==> config.mk <==
export PLATFORM = sky130hd
export DESIGN_NAME = stream_adder_acc
export DESIGN_NICKNAME = d
export VERILOG_FILES = /design/src/rtl/adder_pkg.sv /design/src/rtl/sync_fifo.sv /design/src/rtl/stream_adder_acc.sv
export SDC_FILE = /design/constraint.sdc
export NUM_CORES = 1
export LEC_CHECK = 0
export ABC_AREA = 0
export BUFFER_PORTS_ARGS = -buffer_cell sky130_fd_sc_hd__buf_2
export CELL_PAD_IN_SITES_DETAIL_PLACEMENT = 1
export CELL_PAD_IN_SITES_GLOBAL_PLACEMENT = 2
export CORE_MARGIN = 1.5
export CORE_UTILIZATION = 40
export CTS_CLUSTER_DIAMETER = 120
export CTS_CLUSTER_SIZE = 28
export DETAILED_ROUTE_END_ITERATION = 10
export HOLD_SLACK_MARGIN = 0.03
export PLACE_DENSITY_LB_ADDON = 0.1
export SLEW_MARGIN = 20
export SYNTH_ARGS = -nofsm -noshare
export SYNTH_HDL_FRONTEND = slang
export SYNTH_SLANG_ARGS = --single-unit
==> constraint.sdc <==
create_clock -name clk -period 4.2 [get_ports clk]
set_clock_uncertainty 0.2 [all_clocks]
set_input_delay 0.84 -clock clk [delete_from_list [all_inputs] [get_ports clk]]
set_output_delay 0.84 -clock clk [all_outputs]
set_load 0.01 [all_outputs]
==> src/rtl/adder_pkg.sv <==
// Shared types for the streaming adder/accumulator: operation modes and mode decode.
package adder_pkg;

    typedef enum logic [1:0] {
        OP_ADD = 2'b00,
        OP_SUB = 2'b01,
        OP_ACC = 2'b10,
        OP_CLR = 2'b11
    } op_mode_e;

    function automatic op_mode_e decode_mode(input logic [1:0] raw);
        return op_mode_e'(raw);
    endfunction

endpackage

==> src/rtl/sync_fifo.sv <==
// Single-clock FIFO with asynchronous active-high reset, occupancy count and full/empty flags.
module sync_fifo #(
    parameter int unsigned W     = 9,
    parameter int unsigned DEPTH = 2,
    localparam int unsigned PTR_W = (DEPTH > 1) ? $clog2(DEPTH) : 1,
    localparam int unsigned LVL_W = $clog2(DEPTH + 1)
) (
    input  logic             clk,
    input  logic             rst,
    input  logic             push,
    input  logic [W-1:0]     wdata,
    input  logic             pop,
    output logic [W-1:0]     rdata,
    output logic             full,
    output logic             empty,
    output logic [LVL_W-1:0] level
);

    logic [W-1:0]     mem [DEPTH];
    logic [PTR_W-1:0] wr_ptr_q, rd_ptr_q;
    logic [LVL_W-1:0] level_q;
    logic             do_push, do_pop;

    function automatic logic [PTR_W-1:0] ptr_inc(input logic [PTR_W-1:0] ptr);
        return (ptr == PTR_W'(DEPTH - 1)) ? '0 : ptr + 1'b1;
    endfunction

    assign full    = (level_q == LVL_W'(DEPTH));
    assign empty   = (level_q == '0);
    assign level   = level_q;
    assign rdata   = mem[rd_ptr_q];
    assign do_push = push && !full;
    assign do_pop  = pop && !empty;

    always_ff @(posedge clk or posedge rst) begin
        if (rst) begin
            wr_ptr_q <= '0;
            rd_ptr_q <= '0;
            level_q  <= '0;
        end else begin
            if (do_push) wr_ptr_q <= ptr_inc(wr_ptr_q);
            if (do_pop)  rd_ptr_q <= ptr_inc(rd_ptr_q);
            unique case ({do_push, do_pop})
                2'b10:   level_q <= level_q + 1'b1;
                2'b01:   level_q <= level_q - 1'b1;
                default: level_q <= level_q;
            endcase
        end
    end

    // Storage needs no reset: nothing is visible until an entry has been written.
    always_ff @(posedge clk) begin
        if (do_push) mem[wr_ptr_q] <= wdata;
    end

endmodule

==> src/rtl/stream_adder_acc.sv <==
// Streaming ADD/SUB/ACC/CLR unit: valid/ready operand input, one result per accepted pair,
// results queued in an output FIFO with an overflow flag.
module stream_adder_acc
    import adder_pkg::*;
#(
    parameter int unsigned WIDTH    = 4,
    parameter int unsigned ACC_W    = 8,
    parameter int unsigned DEPTH    = 2,
    parameter int unsigned SATURATE = 0,
    localparam int unsigned LVL_W   = $clog2(DEPTH + 1)
) (
    input  logic             clk,
    input  logic             rst,
    input  logic             in_valid,
    output logic             in_ready,
    input  logic [WIDTH-1:0] a,
    input  logic [WIDTH-1:0] b,
    input  logic [1:0]       mode,
    output logic             out_valid,
    input  logic             out_ready,
    output logic [ACC_W-1:0] y,
    output logic             ovf,
    output logic [LVL_W-1:0] level
);

    if (ACC_W < WIDTH + 1) begin : g_bad_acc_w
        $error("stream_adder_acc: ACC_W must be >= WIDTH+1");
    end
    if (DEPTH < 1) begin : g_bad_depth
        $error("stream_adder_acc: DEPTH must be >= 1");
    end

    op_mode_e           op;
    logic               accept;
    logic [WIDTH:0]     sum_ab;
    logic signed [WIDTH:0] diff_s;
    logic [ACC_W:0]     acc_sum;
    logic [ACC_W-1:0]   acc_q, acc_d, acc_next;
    logic [ACC_W-1:0]   res_y;
    logic               res_ovf;
    logic [ACC_W:0]     head;
    logic               fifo_full, fifo_empty;

    assign op      = decode_mode(mode);
    assign accept  = in_valid && in_ready;
    assign sum_ab  = {1'b0, a} + {1'b0, b};
    assign diff_s  = $signed({1'b0, a} - {1'b0, b});
    assign acc_sum = {1'b0, acc_q} + (ACC_W + 1)'(a) + (ACC_W + 1)'(b);

    always_comb begin
        res_y    = '0;
        res_ovf  = 1'b0;
        acc_next = acc_q;
        unique case (op)
            OP_ADD: res_y = ACC_W'(sum_ab);
            OP_SUB: res_y = ACC_W'(diff_s);
            OP_ACC: begin
                res_ovf = acc_sum[ACC_W];
                if (acc_sum[ACC_W] && (SATURATE != 0)) acc_next = '1;
                else                                   acc_next = acc_sum[ACC_W-1:0];
                res_y = acc_next;
            end
            OP_CLR: acc_next = '0;
            default: ;
        endcase
    end

    assign acc_d = accept ? acc_next : acc_q;

    always_ff @(posedge clk or posedge rst) begin
        if (rst) acc_q <= '0;
        else     acc_q <= acc_d;
    end

    sync_fifo #(
        .W    (ACC_W + 1),
        .DEPTH(DEPTH)
    ) u_fifo (
        .clk  (clk),
        .rst  (rst),
        .push (accept),
        .wdata({res_ovf, res_y}),
        .pop  (out_valid && out_ready),
        .rdata(head),
        .full (fifo_full),
        .empty(fifo_empty),
        .level(level)
    );

    // No look-ahead at a same-cycle pop: a full FIFO stalls input for one cycle.
    assign in_ready  = !fifo_full;
    assign out_valid = !fifo_empty;
    assign y         = out_valid ? head[ACC_W-1:0] : '0;
    assign ovf       = out_valid ? head[ACC_W] : 1'b0;

endmodule

==> run_results.csv <==
group,metric,value,unit
power,p_int,0.000810,W
job,cap_violations,0,
clocking,path_clk_slew,0.06,ns
worst_hold_path,holdCritStartpoint,"u_fifo.wr_ptr_q",
clocking,clockRootBuffer,"clkbuf_8",
die,dieArea,5170,sq um
clocking,clock_path_buffers,2,
worst_setup_path,crit_type,"in2reg",
worst_setup_path,critPathMaxStageDelay,0.45,ns
cells_and_area,seq_area,841,sq um
cells_and_area,n_antenna_cell,0,
power,comb_power_share,45.2,%
clocking,cts_buffers,5,
timing,maxSlewViolCount,0,
timing,setup_viol,0,
power,power,0.00133,W
placement,io_buffers,26,
synth,postSynthCellCount,173,
power,pwr-share-clk,16.6,%
cells_and_area,syn_to_final_growth,13.4,%
global_routing,top_usage_layer,"met2",
worst_setup_path,crit_chain,"buf_2, inv_1, fa_1, inv_1, ha_1, inv_1, fa_1, nor2b_1, o21ai_2, a21oi_2, xnor2_1, o21ai_1",
clocking,clock-sinks,30,
cells_and_area,drive_above_1_share,21.3,%
synth,synth_commonest_cells,"inv_1 (21), edfxtp_1 (18), nor2_1 (16)",
power,irDropWorstVdd,0.000176,V
synth,synth_top_area_share,28.5,%
global_routing,grt_max_degree,13,
drt,via_per_inst,5.08,
placement,place_ws,0.828,ns
clocking,cts_tree,"built",
worst_setup_path,worstPathRequired,4.01,ns
power,power.density,619,nW/um^2
timing,timing.final.crit_share,72.8,%
die,fp.dieH,71.9,microns
placement,dpl-instance-area,2070,sq um
worst_setup_path,timing.critical_path.mode_cell,"inv_1",
global_routing,antenna_found_initial,0,
die,die_w,71.9,microns
power,p_sw,0.000522,W
worst_setup_path,crit_buf_inv,4,
drt,wl_per_cell,15.4,microns
drt,drt_pass1_iterations,4,
worst_hold_path,hold_path.class,"reg2reg",
synth,synth-adder-area-share,16.0,%
timing,max_freq,327,MHz
global_routing,grt_pass1_vias,1422,
drt,drt-total-wl,3.91,mm
synth,ys_warn_count,0,
timing,hold-worst-slack,0.304,ns
timing,final.setup.tns,0,ns
synth,syn_avg_cell_area,11.0,sq um
synth,ys_top_cells_by_area,"edfxtp_1 (28%), dfrtp_1 (16%), ha_1 (8.6%)",
global_routing,use_met1,20.5,%
cells_and_area,nets,235,
synth,yosysMostFrequentCell,"inv_1",
synth,synth_async_sr_flop_share,40.0,%
synth,synth.distinct_cells,36,
clocking,cts.htree.levels,2,
synth,synth_flop_cell,"edfxtp_1",
synth,ys_seq_area_share,44.3,%
synth,ys_seq_elements,30,
worst_setup_path,arrival,2.87,ns
drt,vias,1291,
clocking,cts-resized-gates,0,
global_routing,grt_pass1_wl,6.81,mm
clocking,cts_setup_buffers,0,
synth,synth-xor-area-share,5.54,%
worst_setup_path,critPathLaunch,"b[1]",
cells_and_area,design_area,2150,sq um
worst_setup_path,cp-start-kind,"primary input",
worst_setup_path,endpoint_kind,"flop",
die,core,4470,sq um
global_routing,gr-usage-met3,3.38,%
die,start_util,42.4,%
timing,worstMarginPinSlew,0.742,ns
die,io_pins,27,
cells_and_area,fillCellCount,510,
worst_setup_path,rr_startpoint,"acc_q[1]",
worst_setup_path,critPathMaxFanout,3,
synth,synth_edf_count,18,
timing,rsz0062_at_grt,"false",
timing,hold_viol_final,0,
global_routing,grt.total_usage,17.7,%
power,swShare,39.2,%
global_routing,use_met2,32.4,%
timing,period_minus_slack,3.06,ns
power,power_frac_seq,38.3,%
die,rows,24,
run_status,status,"complete, no violations",
synth,synthMuxAreaShare,5.87,%
drt,final_antenna_net_count,0,
timing,setup_ws,1.14,ns
cells_and_area,multi_input_area,948,sq um
power,cellLeakagePower,0.990,nW
synth,syn-cell-area,1900,sq um
worst_setup_path,slowest_stage,"fa_1",
placement,hpwl,3.19,mm
drt,drcViolationCount,0,
synth,synth-compound-area-share,10.6,%
clocking,clkLatencyLatePin,0.28,ns
synth,synth_top_family_by_area,"adder cells",
worst_setup_path,cp_top_family,"adder cells",
timing,max-slew-margin-rel,50.4,%
global_routing,grt-ovfl-total,0,
synth,synth_top_area_cell,"edfxtp_1",
synth,synth_fp_nets,207,
drt,detail_route.iter0.violations,32,
synth,yosys.area_share.simple,12.0,%
placement,gp_congestion,0.768,
clocking,ctsHoldBuffers,0,
[stage by stage]
| stage | std cells | util [%] |
|---|---|---|
| 2_1_floorplan | 173 | - |
| 3_3_place_gp | 246 | 46.3 |
| 3_5_place_dp | 246 | 46.3 |
| 4_1_cts | 254 | 48.1 |
| 5_1_grt | 254 | 48.1 |
| 6_report | 254 | 48.1 |
[cells in the final DEF (no fill, tap or decap), drive strengths merged, types with 7 or more instances in the layout]
cell,count
xnor2,9
inv,22
buf,26
fa,7
edfxtp,18
mux2i,10
dfrtp,12
o21ai,14
nand2,10
nor2,17
ha,13
[power groups by stage]
| stage | clock, W | combinational (W) | sequential, W |
|---|---|---|---|
| 6_report | 0.000221 | 0.000602 | 0.000510 |
| 5_1_grt | 0.000238 | 0.000677 | 0.000525 |
| 4_1_cts | 0.000228 | 0.000612 | 0.000512 |
| 3_5_place_dp | 0 | 0.000612 | 0.000517 |
| 3_3_place_gp | 0 | 0.000587 | 0.000510 |
| 2_1_floorplan | 0 | 0.000472 | 0.000476 |
[worst paths after layout]
check	to	slack [ns]	cells past startpoint
worst max-delay path	u_fifo.mem[1][7]	1.14	12
worst min-delay path	u_fifo.wr_ptr_q	0.30	1
worst min register to register	u_fifo.wr_ptr_q	0.30	1
max in group asynchronous	acc_q[6]	3.09	2
min in group asynchronous	acc_q[0]	0.38	2
worst max register to register	u_fifo.mem[1][7]	1.56	11
[kinds of logic (layout without fill, tap and decap cells)]
| kind of cell | Yosys count | after routing |
|---|---|---|
| adders and majority gates | 20 | 20 |
| xor gates and xnor gates | 12 | 12 |
| AOI/OAI and AO/OA | 30 | 30 |
| and+or+nand+nor | 43 | 43 |
| buffers and inverters | 27 | 56 |
| DFF | 30 | 30 |
| muxes | 11 | 11 |
[registers in the layout, indices dropped and copies added, names as in the netlist]
register	cells
u_fifo.level	2
u_fifo.rd_ptr_q	1
u_fifo.wr_ptr_q	1
u_fifo.mem	18
acc_q	8
[worst reg2reg max path: cells and delay by family, from the launching register on]
| kind | cells | cell delay [ns] |
|---|---|---|
| DFF | 1 | 0.38 |
| adders and majority gates | 3 | 0.97 |
| buffers and inverters | 3 | 0.19 |
| xor gates and xnor gates | 1 | 0.15 |
| and+or+nand+nor | 1 | 0.16 |
| AOI/OAI and AO/OA | 3 | 0.33 |
[layer usage]
layer / up-vias / wire [microns]
li1: 636 / -
met1: 628 / 1670
met2: 22 / 2070
met3: 5 / 111
met4: 0 / 60
met5: - / 0
[final cells by class]
cell class	instances	area share, %
clock buffers	6	3.37
clock inverters	2	0.465
inverters	22	3.95
multi-input cells	116	44.1
flip-flops and latches	30	39.1
well taps	52	3.02
repair buffers	26	6.05
Power figures use the tool's default switching activity.
